File: src/rtl/uart_prog_loader.sv
// rtl/uart_prog_loader.sv - UART boot loader: bytes -> LE words -> instruction memory, holds core in reset until END_WORD
// Optional idle timeout auto-finish enabled by PROG_TIMEOUT_EN.
module uart_prog_loader #(
   parameter int unsigned ADDR_W      = 14,
   parameter logic [31:0] END_WORD    = 32'h0000_0FFF,
   parameter int unsigned TIMEOUT_CYC = 1000000
) (
   input  logic              clock,
   input  logic              reset,
   input  logic              rx_i,
   input  logic [15:0]       clk_per_bit_i,
   output logic              mem_we_o,
   output logic [ADDR_W-1:0] mem_addr_o,
   output logic [31:0]       mem_wdata_o,
   output logic              core_rst_o,
   output logic              prog_done_o,
   output logic              frame_err_o
);

   typedef enum logic [1:0] {S_IDLE, S_START, S_DATA, S_STOP} state_t;

   state_t            state_q, state_d;
   logic [1:0]        rx_sync_q;
   logic [15:0]       cpb_q, cpb_d;
   logic [15:0]       baud_q, baud_d;
   logic [2:0]        bit_idx_q, bit_idx_d;
   logic [7:0]        shift_q, shift_d;
   logic [1:0]        byte_idx_q, byte_idx_d;
   logic [23:0]       word_q, word_d;
   logic              we_q, we_d;
   logic [ADDR_W-1:0] addr_q, addr_d;
   logic [31:0]       wdata_q, wdata_d;
   logic              done_q, done_d;
   logic              ferr_q, ferr_d;
   logic              rx_s;
   logic              byte_valid;
   logic [15:0]       cpb_in;
   logic [31:0]       full_word;
`ifdef PROG_TIMEOUT_EN
   logic              got_q, got_d;
   logic [31:0]       idle_q, idle_d;
`else
   logic              unused_timeout;
   assign unused_timeout = |TIMEOUT_CYC;
`endif

   assign rx_s      = rx_sync_q[1];
   assign cpb_in    = (clk_per_bit_i < 16'd2) ? 16'd2 : clk_per_bit_i;
   assign full_word = {shift_q, word_q};

   always_ff @(posedge clock) begin
      if (reset) begin
         state_q    <= S_IDLE;
         rx_sync_q  <= 2'b11;
         cpb_q      <= 16'd2;
         baud_q     <= '0;
         bit_idx_q  <= '0;
         shift_q    <= '0;
         byte_idx_q <= '0;
         word_q     <= '0;
         we_q       <= 1'b0;
         addr_q     <= '0;
         wdata_q    <= '0;
         done_q     <= 1'b0;
         ferr_q     <= 1'b0;
`ifdef PROG_TIMEOUT_EN
         got_q      <= 1'b0;
         idle_q     <= '0;
`endif
      end else begin
         state_q    <= state_d;
         rx_sync_q  <= {rx_sync_q[0], rx_i};
         cpb_q      <= cpb_d;
         baud_q     <= baud_d;
         bit_idx_q  <= bit_idx_d;
         shift_q    <= shift_d;
         byte_idx_q <= byte_idx_d;
         word_q     <= word_d;
         we_q       <= we_d;
         addr_q     <= addr_d;
         wdata_q    <= wdata_d;
         done_q     <= done_d;
         ferr_q     <= ferr_d;
`ifdef PROG_TIMEOUT_EN
         got_q      <= got_d;
         idle_q     <= idle_d;
`endif
      end
   end

   always_comb begin
      state_d    = state_q;
      cpb_d      = cpb_q;
      baud_d     = baud_q;
      bit_idx_d  = bit_idx_q;
      shift_d    = shift_q;
      byte_idx_d = byte_idx_q;
      word_d     = word_q;
      we_d       = 1'b0;
      addr_d     = addr_q;
      wdata_d    = wdata_q;
      done_d     = done_q;
      ferr_d     = ferr_q;
      byte_valid = 1'b0;

      if (we_q) addr_d = addr_q + ADDR_W'(1);

      // Once loading is finished the receiver is parked so every output stays frozen.
      if (!done_q) begin
         case (state_q)
            S_IDLE: if (!rx_s) begin
               state_d = S_START;
               cpb_d   = cpb_in;
               baud_d  = '0;
            end
            S_START: if (baud_q == (cpb_q >> 1) - 16'd1) begin
               baud_d    = '0;
               bit_idx_d = '0;
               state_d   = rx_s ? S_IDLE : S_DATA;
            end else baud_d = baud_q + 16'd1;
            S_DATA: if (baud_q == cpb_q - 16'd1) begin
               baud_d    = '0;
               shift_d   = {rx_s, shift_q[7:1]};
               bit_idx_d = bit_idx_q + 3'd1;
               if (bit_idx_q == 3'd7) state_d = S_STOP;
            end else baud_d = baud_q + 16'd1;
            S_STOP: if (baud_q == cpb_q - 16'd1) begin
               baud_d  = '0;
               state_d = S_IDLE;
               if (rx_s) byte_valid = 1'b1;
               else      ferr_d     = 1'b1;
            end else baud_d = baud_q + 16'd1;
            default: state_d = S_IDLE;
         endcase
      end

      if (byte_valid) begin
         byte_idx_d = byte_idx_q + 2'd1;
         case (byte_idx_q)
            2'd0: word_d[7:0]   = shift_q;
            2'd1: word_d[15:8]  = shift_q;
            2'd2: word_d[23:16] = shift_q;
            default: begin
               word_d = '0;
               if (full_word == END_WORD) done_d = 1'b1;
               else begin
                  we_d    = 1'b1;
                  wdata_d = full_word;
               end
            end
         endcase
      end

`ifdef PROG_TIMEOUT_EN
      got_d  = got_q | byte_valid;
      idle_d = idle_q;
      if (!done_q && state_q == S_IDLE) begin
         if (!rx_s) idle_d = '0;
         else if (got_q) begin
            // Flush a partial word first; finish on the following cycle.
            if (idle_q == TIMEOUT_CYC) begin
               if (byte_idx_q != 2'd0) begin
                  we_d       = 1'b1;
                  wdata_d    = {8'h00, word_q};
                  word_d     = '0;
                  byte_idx_d = '0;
               end else done_d = 1'b1;
            end else idle_d = idle_q + 32'd1;
         end
      end
`endif
   end

   assign mem_we_o    = we_q;
   assign mem_addr_o  = addr_q;
   assign mem_wdata_o = wdata_q;
   assign core_rst_o  = ~done_q;
   assign prog_done_o = done_q;
   assign frame_err_o = ferr_q;

endmodule
File: config.mk
export PLATFORM = sky130hd
export DESIGN_NAME = uart_prog_loader
export DESIGN_NICKNAME = d
export VERILOG_FILES = /design/src/rtl/uart_prog_loader.sv
export SDC_FILE = /design/constraint.sdc
export NUM_CORES = 1
export LEC_CHECK = 0
export CORE_UTILIZATION = 56
export DETAILED_ROUTE_END_ITERATION = 16
export GPL_TIMING_DRIVEN = 0
export PLACE_DENSITY_LB_ADDON = 0.1
export SYNTH_ARGS = -nofsm -noshare
export SYNTH_HDL_FRONTEND = slang
export SYNTH_SLANG_ARGS = --single-unit
File: constraint.sdc
create_clock -name clock -period 4.2 [get_ports clock]
set_input_delay 0.84 -clock clock [delete_from_list [all_inputs] [get_ports clock]]
set_output_delay 0.84 -clock clock [all_outputs]
set_load 0.03 [all_outputs]
==> results of run 1 <==
cells in the final DEF (no fill, tap or decap), types with 4 or more instances in the layout:
cell / count
dfxtp_1: 122
nor2_1: 83
nand2_1: 78
clkdlybuf4s50_1: 68
a21oi_1: 66
nand3_1: 50
clkbuf_1: 45
mux2i_1: 43
xor2_1: 32
o21ai_0: 25
xnor2_1: 20
nor4_1: 18
clkbuf_16: 16
nand4_1: 14
nand2b_1: 13
nor2b_1: 11
and3_1: 11
ha_1: 10
inv_1: 9
nor3_1: 8
or3_1: 7
buf_2: 5
buf_6: 4
nor3b_1: 4
or2_2: 4
clkbuf_8: 4
layout make-up:
cell class | count | share of cell area [%]
Inverter | 9 | 0.447
Clock buffer | 23 | 6.17
Multi-Input combinational cell | 551 | 44.7
Sequential cell | 122 | 32.3
Timing Repair Buffer | 68 | 9.00
Buffer | 56 | 3.36
Tap cell | 136 | 2.25
Clock inverter | 9 | 1.79
stage by stage:
stage	total power, W	instances
final	0.00292	974
after global routing	0.00301	974
after CTS	0.00293	974
after detailed placement	0.00146	942
after global placement	0.00145	942
after floorplan	0.00138	738
cell families after synthesis:
family                   Yosys count  share of synthesized area (%)
AND/OR/NAND/NOR                  324                           26.9
flip-flops                       122                           40.0
AO/OA/AOI/OAI                    121                           11.6
buffers and inverters             65                           4.71
XOR/XNOR                          52                           7.46
multiplexers                      44                           7.23
adder cells (fa/ha/maj)           10                           2.05
per-layer routing:
metal	GRT usage [%]	wire length [um]	vias up
met5	0	0	-
met4	9.88	235	0
met3	6.87	1040	18
met2	45.2	6950	207
met1	39.0	7350	2655
li1	-	-	2759
power breakdown:
group | internal, W | switching (W)
Sequential | 0.00117 | 0.0000157
Combinational | 0.0000976 | 0.000161
Clock | 0.000954 | 0.000522
Total | 0.00222 | 0.000698
how the worst max path moves through the flow:
stage	startpoint	to	cells past startpoint
6_report	cpb_q[1]	baud_q[12]	12
5_1_grt	cpb_q[1]	word_q[17]	11
3_3_place_gp	cpb_q[1]	baud_q[15]	12
2_1_floorplan	cpb_q[0]	mem_wdata_o[10]	13
4_1_cts	cpb_q[1]	word_q[13]	11
3_5_place_dp	cpb_q[1]	word_q[13]	11
state kept, by name, summed over array words and instances, names as in the netlist, 2 cells and up, named ones only:
| name | flops |
|---|---|
| rx_sync_q | 2 |
| mem_wdata_o | 32 |
| baud_q | 16 |
| shift_q | 8 |
| word_q | 24 |
| mem_addr_o | 14 |
| cpb_q | 16 |
| byte_idx_q | 2 |
| bit_idx_q | 3 |
==> summary.md, run 1 <==
| Metric | Value |
|---|---|
| Post-cts sizing count | 0 |
| Number of antenna violations at the first check in global routing | 0 |
| Flop2flop setup slack | 0.50 ns |
| P per Cell Area | 386 nW/um2 |
| Clk slew on worst S/H paths | 0.06 ns |
| Ports | 69 |
| Placer Congestion | 0.921 |
| Cells along the critical path | inv_1 > ha_1 > or3b_2 > nor3_1 > a21oi_1 > a311oi_1 > nand4_1 > o41ai_1 > a21oi_1 > clkbuf_1 > a21oi_1 > mux2i_1 |
| End of the worst register-to-register path | baud_q[12] |
| Final Cell Area | 7560 um2 |
| RSZ-0062 raised after global routing | false |
| Die area | 11300 um2 |
| Layout Nets | 854 |
| I/O Buffers | 68 |
| Share of flip-flops with an asynchronous set or reset | 0% |
| Leakage | 3.01 nW |
| Worst path buffer plus inverter count | 2 |
| Synthesis-stage register bit count | roughly 120 |
| Via-per-instance ratio | 5.79 |
| Synthesis-to-layout area growth | 23.8% |
| Vias in the first global route | 5342 |
| Crit Path Category | reg2reg |
| Fin Setup TNS | 0 ns |
| Type of destination of the critical path | register |
| DRT iter0 DRCs | 381 |
| Family with the most delay on the worst path | compound AO/OA/AOI/OAI gates |
| Syn Nets | around 770 |
| Worst-path fanout max | 10 |
| Multi-input gate area | 3380 um2 |
| CTS H-tree depth | 4 |
| Max-cap violations | 0 |
| Hold worst-path end | rx_sync_q[1] |
| Most frequent cell after synthesis | dfxtp_1 |
| Hold Path Origin | rx_sync_q[0] |
| Distinct cells, synth | 59 |
| Placed cell area | 6960 um2 |
| Headroom to the max-slew limit | a little over a quarter |
| Crit path launch type | register |
| Commonest cells in the netlist | 122 x dfxtp_1, 83 x nor2_1, 78 x nand2_1 |
| Latest clock arrival within the worst-skew pair | 0.54 ns |
| Worst path slowest cell | o41ai_1 |
| Total track usage | 28.9% |
| DRC Markers | 0 |
| Final wirelength | 15.6 mm |
| Crit share post-route | 88.0% |
| WP data required | between 4 and 5 ns |
| Worst slack, placed | 0.606 ns |
| Syn avg cell area | 8.28 um2 |
| CTS sink cnt | 122 |
| FMAX | 0.271 GHz |
| Via count | 5639 |
| Final hold vios | 0 |
| WL per Instance | 16.0 um |
| RR Startpoint | cpb_q[1] |
| Period minus WS final | 3.70 ns |
| CTS Buf Count | 17 |
| Mapped Area | 6110 um2 |
| VDD IR max | about 0.00033 V |
| Warnings, synthesis | 0 |
| Hold buffers post-CTS | 0 |
| Grt total ovfl | 0 |
| Share of cells above drive strength 1 | between 6 and 7% |
| CP arrival | slightly above 4 ns |
| Post-CTS setup buffer count | 0 |
| Post-synth EDFFs | 0 |
| CTS root buffer | clkbuf_8 |
| DR pass1 iterations | 5 |
| Setup ws final | 0.504 ns |
| DIE HEIGHT | ~110 um |
| Starting Density | 58.4% |
| Worst clock skew | 0.0106 ns |
| Clock Tree Buf Depth | 2 |
| Core Area | 10500 um2 |
| Largest net degree at the start of global routing | 17 |
| Yosys top cell area share | between 30% and 40% |
| Fillers | ~800 |
| Seq. cell area | 2440 um2 |
| DP HPWL | between 10 and 15 mm |
| First-pass GRT wire length | roughly 26 mm |
| Finished Core Util | 72.3% |
| Final setup vio count | 0 |
| Worst hold path type | reg2reg |
| ANT cells | 0 |
| Seq/Total Area, Yosys | roughly 40% |
| Status | finished, final reports clean |
| Post-route ant nets | 0 |
| Max-slew violation count | 0 |
| Least-Margin Pin Slew | between 1 and 1.5 ns |
| CP peak stage delay | 0.73 ns |
| Die width | 106 um |
| Hold Path Depth | 1 |
| CTS tree | done |
| Most frequent CP cell | a21oi_1 |
| Top cells by area, synth | dfxtp_1 40%, mux2i_1 7.0%, a21oi_1 5.4% |
| Post-synth top area cell | dfxtp_1 |
| WHS | ~0.42 ns |
| FP Rows | 37 |
| Top_reg_cell synth | dfxtp_1 |
| Mapped Cells | 738 |
| Worst reg-to-reg path cell count | 12 |
No activity file was read; power rests on OpenSTA's default activity.
==> run 2: changes to the inputs <==
--- a/config.mk
+++ b/config.mk
@@ -5,7 +5,8 @@
 export SDC_FILE = /design/constraint.sdc
 export NUM_CORES = 1
 export LEC_CHECK = 0
-export CORE_UTILIZATION = 56
+export ABC_AREA = 1
+export CORE_UTILIZATION = 57
 export DETAILED_ROUTE_END_ITERATION = 16
 export GPL_TIMING_DRIVEN = 0
 export PLACE_DENSITY_LB_ADDON = 0.1
==> summary.md, run 2 <==
| Metric | Value |
|---|---|
| DIE HEIGHT | 109 um |
| Synthesis-stage register bit count | between 100 and 150 |
| Hold Path Origin | rx_sync_q[0] |
| Distinct cells, synth | 37 |
| Hold worst-path end | rx_sync_q[1] |
| CTS sink cnt | 122 |
| DRC Markers | 0 |
| Post-synth top area cell | dfxtp_1 |
| Synthesis-to-layout area growth | 22.7% |
| Power Total | 0.00305 W |
| VDD IR max | 0.000331 V |
| Hold Path Depth | 1 |
| FP Rows | 38 |
| Placer Congestion | 0.980 |
| I/O Buffers | 68 |
| Worst reg-to-reg path cell count | 14 |
| Status | finished, final reports clean |
| Max-cap violations | 0 |
| DP HPWL | about 13 mm |
| Mapped Area | roughly 6500 um2 |
| Period minus WS final | a little under 3 ns |
| Starting Density | 59.4% |
| Crit path launch type | register |
| Type of destination of the critical path | register |
| WP data required | 4.50 ns |
| Hold buffers post-CTS | 0 |
| WL per Instance | roughly 14 um |
| Share of flip-flops with an asynchronous set or reset | 0% |
| Syn avg cell area | 6.43 um2 |
| First-pass GRT wire length | 28.7 mm |
| CTS Buf Count | 17 |
| Clk slew on worst S/H paths | 0.06 ns |
| Grt total ovfl | 0 |
| Via count | 6671 |
| Final wirelength | between 15 and 20 mm |
| Vias in the first global route | between 5k and 6k |
| Post-CTS setup buffer count | 0 |
| Ports | 69 |
| CTS root buffer | clkbuf_16 |
| P_sw | 0.000773 W |
| Worst hold path type | reg2reg |
| Die area | 11900 um2 |
| Yosys top cell area share | 37.3% |
| Seq/Total Area, Yosys | 37.3% |
| Total track usage | a little under a third |
| Largest register FFs | 32 |
| Worst clock skew | 0.00978 ns |
| End of the worst register-to-register path | mem_we_o |
| RSZ-0062 raised after global routing | false |
| Share of cells above drive strength 1 | under 10% |
| Post-synth EDFFs | 0 |
| Most frequent cells in the layout | 286 x nand2_1, 168 x nor2_1, 131 x inv_1 |
| Latest clock arrival within the worst-skew pair | roughly 0.43 ns |
| Headroom to the max-slew limit | 48.8% |
| Post-route ant nets | 0 |
| Post-cts sizing count | 0 |
| Fin Setup TNS | 0 ns |
| DRT iter0 DRCs | roughly 650 |
| Final hold vios | 0 |
| CTS tree | done |
| Commonest cells in the netlist | 286 x nand2_1, 168 x nor2_1, 131 x inv_1 |
| Sw Ratio | 25.3% |
| Flop2flop setup slack | 1.28 ns |
| Core Area | 11000 um2 |
| Die width | 109 um |
| FMAX | 0.343 GHz |
| Crit share post-route | 69.4% |
| Leakage | 3.68 nW |
| DR pass1 iterations | 6 |
| Clock network power share | between 50% and 60% |
| Via-per-instance ratio | 5.30 |
| Sequential share of power | roughly two fifths |
| Most frequent cell after synthesis | nand2_1 |
| Least-Margin Pin Slew | 0.762 ns |
| Number of antenna violations at the first check in global routing | 0 |
| Worst-path fanout max | 9 |
| Layout Nets | 1135 |
| Syn Nets | 1048 |
| Max-slew violation count | 0 |
| Commonest non-fill, non-tap cell in the layout | nand2_1 |
| Crit Path Category | reg2reg |
| Final setup vio count | 0 |
| Internal power | 0.00228 W |
| CP arrival | 3.22 ns |
| Warnings, synthesis | 0 |
| Mapped Cells | 1019 |
| Top_reg_cell synth | dfxtp_1 |
| ANT cells | 0 |
| CTS H-tree depth | 4 |
| Clock Tree Buf Depth | 2 |
| Top cells by area, synth | dfxtp_1 37%, nand2_1 16%, nor2_1 9.6% |
| Part of the power in combinational logic | 9.9% |
| RR Startpoint | cpb_q[2] |
| P per Cell Area | 380 nW/um2 |
| Largest net degree at the start of global routing | 17 |
-- run 2: final cells by class --
class | count | area [um2]
Sequential cell | 122 | 2440
Buffer | 32 | 155
Fill cell | 919 | 3000
Inverter | 138 | 518
Multi-Input combinational cell | 727 | 3430
Tap cell | 140 | 175
Timing Repair Buffer | 68 | 681
Clock inverter | 10 | 138
Clock buffer | 22 | 494
-- run 2: worst max path at each step --
stage / from / to / slack [ns] / cells after the start
final: cpb_q[2] / mem_we_o / 1.28 / 14
after global routing: cpb_q[1] / mem_wdata_o[31] / 1.07 / 18
after CTS: cpb_q[2] / mem_we_o / 1.30 / 14
after detailed placement: cpb_q[2] / mem_we_o / 1.35 / 14
after global placement: cpb_q[2] / mem_we_o / 1.36 / 14
after floorplan: cpb_q[1] / mem_wdata_o[10] / 1.95 / 18
-- run 2: worst max-delay path: stages (launching register included) --
cell	delay, ns
dfxtp_1	0.32
inv_1	0.12
ha_1	0.31
nand2_1	0.12
nor2_1	0.21
nand2_1	0.11
nor2_1	0.13
nand3_1	0.09
nand2_1	0.08
nand2_1	0.08
nor2_4	0.19
nand4_4	0.16
nor2_8	0.20
nand3_1	0.26
nor3b_1	0.40
-- run 2: cell families after synthesis --
group                      after synthesis  synth area share (%)
xor gates and xnor gates                24                  3.21
AOI/OAI and AO/OA                      106                  8.94
DFF                                    122                  37.3
adders and majority gates               10                  1.91
buffers and inverters                  170                  10.3
and+or+nand+nor                        587                  38.4
-- run 2: stage by stage --
step	util, %	cell area [um2]	std cells	worst slack [ns]	hold slack, ns
global route	72.8	8040	1259	1.07	0.416
CTS	72.8	8040	1259	1.30	0.408
global placement	67.1	7400	1227	1.36	0.392
floorplan	-	6550	1019	1.95	0.389
detailed placement	67.1	7400	1227	1.35	0.397
finish	72.8	8040	1259	1.28	0.405
-- run 2: per-layer routing --
layer  global-route usage, %  up-vias  wire length, um
li1                        -     3392                -
met1                    46.0     3006             8630
met2                    46.0      249             7390
met3                    8.49       24             1700
met4                    9.05        0              234
met5                       0        -                0
-- run 2: power groups by stage --
| stage | sequential [W] | clock, W | combinational, W |
|---|---|---|---|
| final | 0.00120 | 0.00156 | 0.000304 |
| after global routing | 0.00120 | 0.00162 | 0.000338 |
| after CTS | 0.00119 | 0.00156 | 0.000297 |
| after detailed placement | 0.00122 | 0 | 0.000294 |
| after global placement | 0.00122 | 0 | 0.000292 |
| after floorplan | 0.00121 | 0 | 0.000211 |
